$ cat src/rtl/bus_pkg.sv
// bus_pkg: shared types for masters of the native valid/ready memory bus.
//   bus_req_t   - one registered bus request (valid, wstrb, addr, wdata)
//   WSTRB_RD/WR - strobe encodings; only full-word writes are issued
//   dma_state_t - sequencing states of the DMA initiator
//   word_align  - clears the byte-offset bits of a byte address
package bus_pkg;

   localparam logic [3:0] WSTRB_RD = 4'h0;
   localparam logic [3:0] WSTRB_WR = 4'hF;

   typedef struct packed {
      logic        valid;
      logic [3:0]  wstrb;
      logic [31:0] addr;
      logic [31:0] wdata;
   } bus_req_t;

   typedef enum logic [2:0] {
      IDLE = 3'd0,
      RD   = 3'd1,
      RGAP = 3'd2,
      WR   = 3'd3,
      WGAP = 3'd4
   } dma_state_t;

   function automatic logic [31:0] word_align(input logic [31:0] a);
      return a & 32'hFFFF_FFFC;
   endfunction

endpackage

$ cat src/rtl/bus_watchdog.sv
// bus_watchdog: flags a bus request that has waited too long for mem_ready.
// Reusable by any master on the native bus.
//   clk, reset  - clock, asynchronous active-high reset
//   mem_valid   - request currently presented by the master
//   mem_ready   - completion from the responder
//   expired     - high in the stall cycle that is the TIMEOUT-th consecutive
//                 cycle of mem_valid=1 with mem_ready=0; the master aborts on it.
//                 TIMEOUT=0 disables the watchdog (expired never rises).
module bus_watchdog #(
   parameter int TIMEOUT = 255
) (
   input  logic clk,
   input  logic reset,
   input  logic mem_valid,
   input  logic mem_ready,
   output logic expired
);

   // Counter holds stall cycles already elapsed, so it only needs to reach TIMEOUT-1.
   localparam int CW = (TIMEOUT < 2) ? 1 : $clog2(TIMEOUT);
   localparam logic [CW-1:0] LAST = CW'((TIMEOUT == 0) ? 0 : TIMEOUT - 1);

   logic [CW-1:0] cnt_q;
   logic [CW-1:0] cnt_d;

   // Held at zero while mem_valid is low, so every request starts from zero.
   always_comb begin
      cnt_d = cnt_q;
      if (!mem_valid) begin
         cnt_d = '0;
      end else if (!mem_ready && (cnt_q != LAST)) begin
         cnt_d = cnt_q + CW'(1);
      end
   end

   always_ff @(posedge clk or posedge reset) begin
      if (reset) begin
         cnt_q <= '0;
      end else begin
         cnt_q <= cnt_d;
      end
   end

   // A handshake in the same cycle always wins over expiry.
   assign expired = (TIMEOUT != 0) && mem_valid && !mem_ready && (cnt_q == LAST);

endmodule

$ cat src/rtl/bus_dma_initiator.sv
// bus_dma_initiator: bus master that copies cmd_len 32-bit words from cmd_src
// to cmd_dst, one read then one write transaction per word.
//   clk, reset           - clock, asynchronous active-high reset
//   cmd_valid/cmd_ready  - command handshake; cmd_ready is high only in IDLE
//   cmd_src/cmd_dst      - byte addresses, bits[1:0] forced to zero
//   cmd_len              - words to copy (0 = immediate done, no bus traffic)
//   busy                 - high from accept until the done/err pulse
//   done / err           - one-cycle completion / timeout-abort pulses
//   mem_valid/mem_ready  - bus request / completion
//   mem_wstrb            - 4'h0 read, 4'hF write
//   mem_addr/mem_wdata   - word address and write data
//   mem_rdata            - read data, sampled in the mem_ready cycle
//   dbg_state            - current sequencing state
//
// Handshake rules: a transfer on either interface happens in a cycle where
// both valid and ready are high. While mem_valid is high, mem_addr, mem_wstrb
// and mem_wdata do not change; after each bus handshake mem_valid drops for
// exactly one gap cycle, and mem_ready is ignored whenever mem_valid is low.
module bus_dma_initiator
   import bus_pkg::*;
#(
   parameter int LEN_W   = 16,
   parameter int TIMEOUT = 255
) (
   input  logic             clk,
   input  logic             reset,
   input  logic             cmd_valid,
   output logic             cmd_ready,
   input  logic [31:0]      cmd_src,
   input  logic [31:0]      cmd_dst,
   input  logic [LEN_W-1:0] cmd_len,
   output logic             busy,
   output logic             done,
   output logic             err,
   output logic             mem_valid,
   input  logic             mem_ready,
   output logic [3:0]       mem_wstrb,
   output logic [31:0]      mem_addr,
   output logic [31:0]      mem_wdata,
   input  logic [31:0]      mem_rdata,
   output dma_state_t       dbg_state
);

   dma_state_t       state_q, state_d;
   bus_req_t         req_q, req_d;
   logic [31:0]      src_q, src_d;
   logic [31:0]      dst_q, dst_d;
   logic [LEN_W-1:0] rem_q, rem_d;
   logic [31:0]      buf_q, buf_d;
   logic             busy_q, busy_d;
   logic             done_q, done_d;
   logic             err_q, err_d;
   logic             wd_expired;

   bus_watchdog #(
      .TIMEOUT (TIMEOUT)
   ) u_watchdog (
      .clk       (clk),
      .reset     (reset),
      .mem_valid (req_q.valid),
      .mem_ready (mem_ready),
      .expired   (wd_expired)
   );

   always_comb begin
      state_d = state_q;
      req_d   = req_q;
      src_d   = src_q;
      dst_d   = dst_q;
      rem_d   = rem_q;
      buf_d   = buf_q;
      busy_d  = busy_q;
      done_d  = 1'b0;
      err_d   = 1'b0;

      case (state_q)
         IDLE: begin
            if (cmd_valid) begin
               src_d = word_align(cmd_src);
               dst_d = word_align(cmd_dst);
               rem_d = cmd_len;
               if (cmd_len == '0) begin
                  done_d = 1'b1;
               end else begin
                  state_d     = RD;
                  busy_d      = 1'b1;
                  req_d.valid = 1'b1;
                  req_d.wstrb = WSTRB_RD;
                  req_d.addr  = word_align(cmd_src);
               end
            end
         end
         RD: begin
            if (mem_ready) begin
               buf_d       = mem_rdata;
               req_d.valid = 1'b0;
               state_d     = RGAP;
            end
         end
         RGAP: begin
            state_d     = WR;
            req_d.valid = 1'b1;
            req_d.wstrb = WSTRB_WR;
            req_d.addr  = dst_q;
            req_d.wdata = buf_q;
         end
         WR: begin
            if (mem_ready) begin
               req_d.valid = 1'b0;
               state_d     = WGAP;
               src_d       = src_q + 32'd4;
               dst_d       = dst_q + 32'd4;
               rem_d       = rem_q - LEN_W'(1);
               // Last word: done and busy change with the entry into WGAP,
               // so they are visible during the WGAP cycle itself.
               if (rem_q == LEN_W'(1)) begin
                  done_d = 1'b1;
                  busy_d = 1'b0;
               end
            end
         end
         WGAP: begin
            if (rem_q == '0) begin
               state_d = IDLE;
            end else begin
               state_d     = RD;
               req_d.valid = 1'b1;
               req_d.wstrb = WSTRB_RD;
               req_d.addr  = src_q;
            end
         end
         default: begin
            state_d     = IDLE;
            req_d.valid = 1'b0;
            busy_d      = 1'b0;
         end
      endcase

      // Timeout abort overrides the stalled RD/WR; words already written stay.
      if (((state_q == RD) || (state_q == WR)) && wd_expired) begin
         state_d     = IDLE;
         req_d.valid = 1'b0;
         busy_d      = 1'b0;
         err_d       = 1'b1;
      end
   end

   always_ff @(posedge clk or posedge reset) begin
      if (reset) begin
         state_q <= IDLE;
         req_q   <= '0;
         src_q   <= '0;
         dst_q   <= '0;
         rem_q   <= '0;
         buf_q   <= '0;
         busy_q  <= 1'b0;
         done_q  <= 1'b0;
         err_q   <= 1'b0;
      end else begin
         state_q <= state_d;
         req_q   <= req_d;
         src_q   <= src_d;
         dst_q   <= dst_d;
         rem_q   <= rem_d;
         buf_q   <= buf_d;
         busy_q  <= busy_d;
         done_q  <= done_d;
         err_q   <= err_d;
      end
   end

   assign cmd_ready = (state_q == IDLE);
   assign busy      = busy_q;
   assign done      = done_q;
   assign err       = err_q;
   assign mem_valid = req_q.valid;
   assign mem_wstrb = req_q.wstrb;
   assign mem_addr  = req_q.addr;
   assign mem_wdata = req_q.wdata;
   assign dbg_state = state_q;

endmodule

$ cat config.mk
export PLATFORM = sky130hd
export DESIGN_NAME = bus_dma_initiator
export DESIGN_NICKNAME = d
export VERILOG_FILES = /design/src/rtl/bus_pkg.sv /design/src/rtl/bus_watchdog.sv /design/src/rtl/bus_dma_initiator.sv
export SDC_FILE = /design/constraint.sdc
export NUM_CORES = 1
export LEC_CHECK = 0
export ABC_CLOCK_PERIOD_IN_PS = 15300
export CAP_MARGIN = 10
export CORE_UTILIZATION = 56
export CTS_CLUSTER_SIZE = 12
export DETAILED_ROUTE_END_ITERATION = 12
export MAX_ROUTING_LAYER = met4
export PLACE_DENSITY = 0.86
export SLEW_MARGIN = 10
export SYNTH_ARGS = -nofsm -noshare
export SYNTH_HDL_FRONTEND = slang
export SYNTH_SLANG_ARGS = --single-unit
$ cat constraint.sdc
create_clock -name clk -period 15.3 [get_ports clk]
set_clock_uncertainty 0.15 [all_clocks]
set_input_delay 1.53 -clock clk [delete_from_list [all_inputs] [get_ports clk]]
set_output_delay 1.53 -clock clk [all_outputs]
set_load 0.02 [all_outputs]
---- After elaboration in Yosys (flattened, before gate mapping) ----
Cells that the tools add are included.
storage, ports and cells
  register bits ........................... 195
  input port bits ......................... 116
  output and inout bits ................... 76
operators by class
  add/subtract/negate cells ............... 4
  eq/ne operators ......................... 20
  muxes and demuxes ....................... 37
  reductions and logical operators ........ 19
operators by type and width
  cell                     number
  $mux W32                 4
  $pmux W32 S2             2
  $mux W37                 3
  $pmux W36 S3             1
  $add A32 B3 Y32 const B  2
  $logic_not A16 Y1        2
  $mux W16                 2
  $pmux W16 S2             1
  $eq A16 B1 Y1 const B    1
  $mux W8                  2
  $sub A16 B1 Y16 const B  1
  $mux W3                  5
  $ne A3 B2 Y1 const B     5
  $pmux W3 S5              1
  $mux W1                  13
  $reduce_and A4 Y1        3
  $add A8 B1 Y8 const B    1
  $eq A8 B8 Y1 const B     1
  $ne A2 B2 Y1 const B     4
  $ne A8 B8 Y1 const B     1
  $eq A3 B2 Y1 const B     2
  $reduce_and A5 Y1        1
  $logic_and A1 B1 Y1      4
  $ne A2 B1 Y1 const B     2
  other kinds (16)         16

---- Depth between registers and ports, before layout ----
  word-level depth ........................ 6
  gate-level depth with buffers ........... 8

---- Hierarchy ----
A second synthesis with hierarchy kept.
unflattened totals
  cell total of the unflattened synthesis .. 1018
  area, all modules ....................... 9870.7 um2
modules (own cells, without submodules)
  module             times used  cells each  area an instance (um2)  sequential area each (um2)
  bus_dma_initiator  1           965         9361.5                  4479.3
  bus_watchdog       1           53          509.2                   200.2

---- Worst setup path after synthesis ----
OpenSTA, ideal clock, no wires.
  kind .................................... input to register
  start point ............................. input port cmd_len[11]
  end point ............................... register req_q (netlist bit mem_valid)
  setup time .............................. 0.128 ns
  arrival ................................. 2.845 ns
  required time ........................... 15.022 ns
  path slack .............................. 12.178 ns
  stages .................................. 5
  path buffers ............................ 1
  path through ............................ nor4_2 > a41oi_2 > a221oi_4 > buf_6 > o21ai_0
on the way
  longest elaborated chain between the ends .. 3
ends and longest elaborated chain
  item                                RTL line                  source
  start, declared                     bus_dma_initiator.sv:31   input logic [LEN_W-1:0] cmd_len,
  $logic_not A16 Y1                   bus_dma_initiator.sv:82   if (cmd_len == '0) begin
  $ne A3 B2 Y1 (no source line)       -
  $reduce_and A4 Y1 (no source line)  -
  end signal, assigned                bus_dma_initiator.sv:161  req_q <= req_d;
  end, declared                       bus_dma_initiator.sv:45   bus_req_t req_q, req_d;
Every way passes these cells.
A chain may end at the register's enable or synchronous reset.

---- Worst setup path in the final report ----
  start point ............................. input port cmd_valid
  end point ............................... register src_q[31]
on the way
  longest elaborated chain between the ends .. 2
ends and longest elaborated chain
  item                                RTL line                  source
  start, declared                     bus_dma_initiator.sv:27   input logic cmd_valid,
  $ne A2 B2 Y1 (no source line)       -
  $reduce_and A3 Y1 (no source line)  -
  end signal, assigned                bus_dma_initiator.sv:162  src_q <= src_d;
  end, declared                       bus_dma_initiator.sv:46   logic [31:0] src_q, src_d;
Every way passes these cells.

==> results.txt <==
The flow ran to the end, and the final reports show no timing, DRC or antenna violations. In this run the most critical hold path is launched from mem_addr[17]$_DFFE_PP0P_. The cell area power density is 218.8 nW/um2.

The share of the clock period used by the worst path after layout came out at 0.2456. The die is 133.4 um wide. The number of cell instances on the worst register-to-register path came out at 5. The worst register-to-register path begins at dbg_state[2]$_DFFE_PP0P_. The first TritonRoute pass finished after 7 iterations. The floorplan has 47 rows. The number of gates given a new drive strength after cts came out at 0. The number of hold violations in the final report is 0. The leftover overflow at the end of global routing is 0. Setup repair after global routing left no endpoint under its margin.

The number of nets produced by synthesis is approximately 1100. In the final routed layout, each cell accounts on average for 18.61 um. Across every metal layer, demand over resource in global routing totals 0.3019. The clock insertion delay at the later pin of the skew report came out at between 0.4 and 0.5 ns.

The tree is rooted in a sky130_fd_sc_hd__clkbuf_16. For met2 alone, demand over resource in global routing was 0.4502. Yosys mapped a number of flops with a built-in enable equal to 0.

The critical path endpoint category is a flop. The number of clock buffers added by TritonCTS is 17. The switching part of the total came out at 0.4188. Counting along the longest clock path gives a buffer depth of 2. The headroom to the max-slew limit came out at 0.4472. The initial utilization of the core area, before any placement, comes to 0.5793. The path class of the tightest hold or removal check is reg2reg. The class of the most critical setup path is in2reg. The required time of the worst setup path is 15.44 ns. The top fanout value on the critical path is 70. The number of unique standard cell types used by synthesis came out at 64.

The number of placed instances, taps included is 1331. The routed design could run at a clock period as short as 3.757 ns. Post-CTS timing repair inserted 0 buffers for setup.

The layout overhead on the synthesized area is 25.50%. The number of buffers and inverters on the critical path is 2. The most instantiated flip-flop cell in the synthesis netlist is sky130_fd_sc_hd__dfrtp_1. In this design, the largest share of critical-path delay is due to buffers and inverters. The number of antenna diodes is 0. The number of cells traversed by the worst hold path is 2. The total of max-cap violations is 0. The global routing stage identified its most utilized layer as met2. The worst setup path is launched from a primary input. The wire length of the first global-routing pass came out at 41.07 mm. The delay of the slowest cell on the worst path is 0.60 ns.

The number of nets with antenna violations after detailed routing came out at 0. The wire-length estimate of the detail-placed layout is 16.72 mm. The worst setup slack after layout is around 12 ns. TritonCTS built the clock tree.

After detailed routing, the number of remaining DRC violations is 0. After synthesis, the share of flip-flops with an asynchronous set or reset is 1.000. The final route contains 8642 vias. The clock input transition at the sequential cells of the worst setup and hold paths came out at 0.07 ns.

The number of global-route vias before repair came out at 8150. The share of total power dissipated in the clock network is 0.167. For this design the total switching power over the nets is 1.113 mW. The maximum number of pins on one net before global-route repair came out at just under 90. The violation count after the first detailed-route iteration came out at 1066.

The total power draw came out at around 2.7 mW. The number of max-slew violations in the final report is 0. Data on the critical path arrives at its endpoint at roughly 4 ns.

The area of the die came out at roughly 18000 um2. The routed wire length came out at 25.37 mm. The flip-flop and latch count after synthesis came out at 187. The number of antenna violations at the first check in global routing is 0. The placeable core area came out at 16700 um2. For met3 alone, demand over resource in global routing was 0.06849. At the placement stage, the worst setup path has a slack of around 11 ns.

The routed via count divided by cell count is 6.340. The post-synthesis instance total came out at between 900 and 1000. The maximum vdd drop is 0.1367 mV.

The leakage power of the design is 4.857 nW. The design internal power is 1.544 mW. In the final layout, the share of cells above drive strength 1 is 0.1137.

The critical path runs through a total of 7 cells. The synthesized area per cell came out at 9.812 um2. The library cell contributing the largest single delay on the critical path is sky130_fd_sc_hd__buf_4. The chip height is 133.4 um. Summing every instance area after synthesis gives 9674 um2. The signal on the critical path passes through clkdlybuf4s50_1 -> or3b_1 -> a21oi_4 -> buf_4 -> nand2_1 -> o311ai_0 -> o211ai_1. For flop-to-flop paths, the worst setup slack is around 12 ns. The upper clock frequency limit came out at 266.1 MHz. The clock drives between 150 and 200 sinks. The final count of negative-setup-slack endpoints came out at 0. The hold-critical path endpoint is mem_addr[17]$_DFFE_PP0P_. The sequential area share after synthesis came out at 0.4837.

In the layout the commonest cells are 187 x sky130_fd_sc_hd__dfrtp_1, 187 x sky130_fd_sc_hd__clkdlybuf4s50_1, 112 x sky130_fd_sc_hd__a21oi_1. After routing, the total negative slack on setup checks comes to 0 ns. The last weighted congestion value of the routability-driven placer is between 0.8 and 0.9. The count of yosys warnings during synthesis is 0. The sequential share of power is 0.366.

Pin placement for this block handled 192 I/O pins. The number of nets at the end of the flow came out at between 1000 and 1500. During placement, the flow inserted port buffers numbering 187. The met1 track demand over resource in global routing came out at 0.4041. The combinational group share of total power is 0.468.

The count of non-filler cells in the finished layout is 1363. The worst register-to-register path ends at src_q[8]$_DFFE_PP0P_. The maximum level of the CTS H-tree came out at 4. The slew at the pin closest to its max-slew limit came out at 0.8292 ns. The count of hold buffers inserted by post-cts repair came out at 0.
worst max path at each step:
stage | end | slack (ns) | from
after floorplan | buf_q[0]$_DFFE_PP0P_ | 8.53 | reset
after global placement | mem_addr[6]$_DFFE_PP0P_ | 11.14 | reset
after detailed placement | mem_addr[6]$_DFFE_PP0P_ | 11.13 | reset
after CTS | mem_addr[2]$_DFFE_PP0P_ | 11.60 | reset
after global routing | mem_addr[31]$_DFFE_PP0P_ | 11.32 | reset
final | src_q[31]$_DFFE_PP0P_ | 11.54 | cmd_valid
layout make-up:
| class | count | area [um2] |
|---|---|---|
| timing repair buffer | 200 | 1969 |
| clock buffer | 19 | 442.9 |
| tap | 220 | 275.3 |
| clock inverter | 13 | 141.4 |
| sequential | 187 | 4679 |
| fill | 1252 | 4559 |
| inverter | 18 | 72.57 |
| multi-input combinational | 706 | 4561 |
stage by stage:
step                cell area (um2)  hold slack [ns]    util
global route                  12140           0.3508  0.7270
global placement              11560           0.3130  0.6920
CTS                           12140           0.3345  0.7270
finish                        12140           0.3261  0.7270
floorplan                      9674           0.3217       -
detailed placement            11560           0.3191  0.6920
tightest hold or removal path, cell delays in order, from the launching register on:
cell	delay, ns
sky130_fd_sc_hd__dfrtp_1	0.34
sky130_fd_sc_hd__nand2_1	0.04
sky130_fd_sc_hd__o21ai_0	0.06
cells by family (layout without fill, tap and decap cells):
group,count (synthesis),count (layout),share of synthesized area
and+or+nand+nor,293,293,0.1601
AOI/OAI and AO/OA,333,333,0.2169
DFF,187,187,0.4837
muxes,66,66,0.07656
xor gates and xnor gates,8,8,0.007243
buffers and inverters,93,250,0.04772
adders and majority gates,6,6,0.007760
Yosys cell counts, types with 3 or more instances:
library cell / number / area [um2]
sky130_fd_sc_hd__nor2b_1: 3 / 18.77
sky130_fd_sc_hd__nand2_1: 83 / 311.6
sky130_fd_sc_hd__clkbuf_1: 25 / 93.84
sky130_fd_sc_hd__nor2_1: 56 / 210.2
sky130_fd_sc_hd__or4_1: 3 / 22.52
sky130_fd_sc_hd__nand4_1: 21 / 131.4
sky130_fd_sc_hd__buf_6: 7 / 78.83
sky130_fd_sc_hd__nor3_1: 23 / 115.1
sky130_fd_sc_hd__o22a_1: 18 / 157.7
sky130_fd_sc_hd__o2bb2ai_1: 4 / 35.03
sky130_fd_sc_hd__o21ai_1: 13 / 65.06
sky130_fd_sc_hd__buf_2: 36 / 180.2
sky130_fd_sc_hd__nor4_2: 4 / 50.05
sky130_fd_sc_hd__mux2_2: 64 / 720.7
sky130_fd_sc_hd__a311oi_1: 3 / 26.28
sky130_fd_sc_hd__a32oi_1: 3 / 26.28
sky130_fd_sc_hd__and4_1: 6 / 52.55
sky130_fd_sc_hd__xnor2_1: 6 / 52.55
sky130_fd_sc_hd__a21oi_1: 112 / 560.5
sky130_fd_sc_hd__a2bb2oi_1: 14 / 122.6
sky130_fd_sc_hd__nand3_1: 32 / 160.2
sky130_fd_sc_hd__buf_4: 4 / 30.03
sky130_fd_sc_hd__o211ai_1: 3 / 22.52
sky130_fd_sc_hd__a31oi_1: 12 / 75.07
sky130_fd_sc_hd__a41oi_1: 3 / 26.28
sky130_fd_sc_hd__a22o_1: 31 / 271.5
sky130_fd_sc_hd__nor4_4: 3 / 63.81
sky130_fd_sc_hd__buf_1: 3 / 11.26
sky130_fd_sc_hd__inv_1: 18 / 67.56
sky130_fd_sc_hd__ha_1: 6 / 75.07
sky130_fd_sc_hd__and3_1: 17 / 106.4
sky130_fd_sc_hd__o22ai_1: 17 / 106.4
sky130_fd_sc_hd__a22oi_1: 6 / 45.04
sky130_fd_sc_hd__or3_1: 7 / 43.79
sky130_fd_sc_hd__dfrtp_1: 187 / 4679
sky130_fd_sc_hd__and2_1: 15 / 93.84
sky130_fd_sc_hd__nor4_1: 7 / 43.79
sky130_fd_sc_hd__o21ai_0: 77 / 385.4
registers in the layout, indices dropped and copies added (netlist names):
name              cells
mem_wdata            32
mem_wstrb             1
rem_q                16
u_watchdog.cnt_q      8
mem_addr             31
buf_q                32
err                   1
busy                  1
dst_q                30
done                  1
dbg_state             3
mem_valid             1
src_q                30
power groups by stage:
stage                     sequential [mW]  clock [mW]  combinational [mW]
after detailed placement            0.970           0                1.23
after CTS                           0.964       0.447                1.24
after global placement              0.952           0                1.19
after floorplan                      1.00           0               0.801
final                               0.972       0.442                1.24
after global routing                 1.00       0.466                1.35
layer usage:
metal  wire [um]  vias up
met2       11480      482
met4         652        0
met5           0        -
met3        2410       66
met1       10830     4146
li1            -     3948
(Power assumes the default switching activity.)
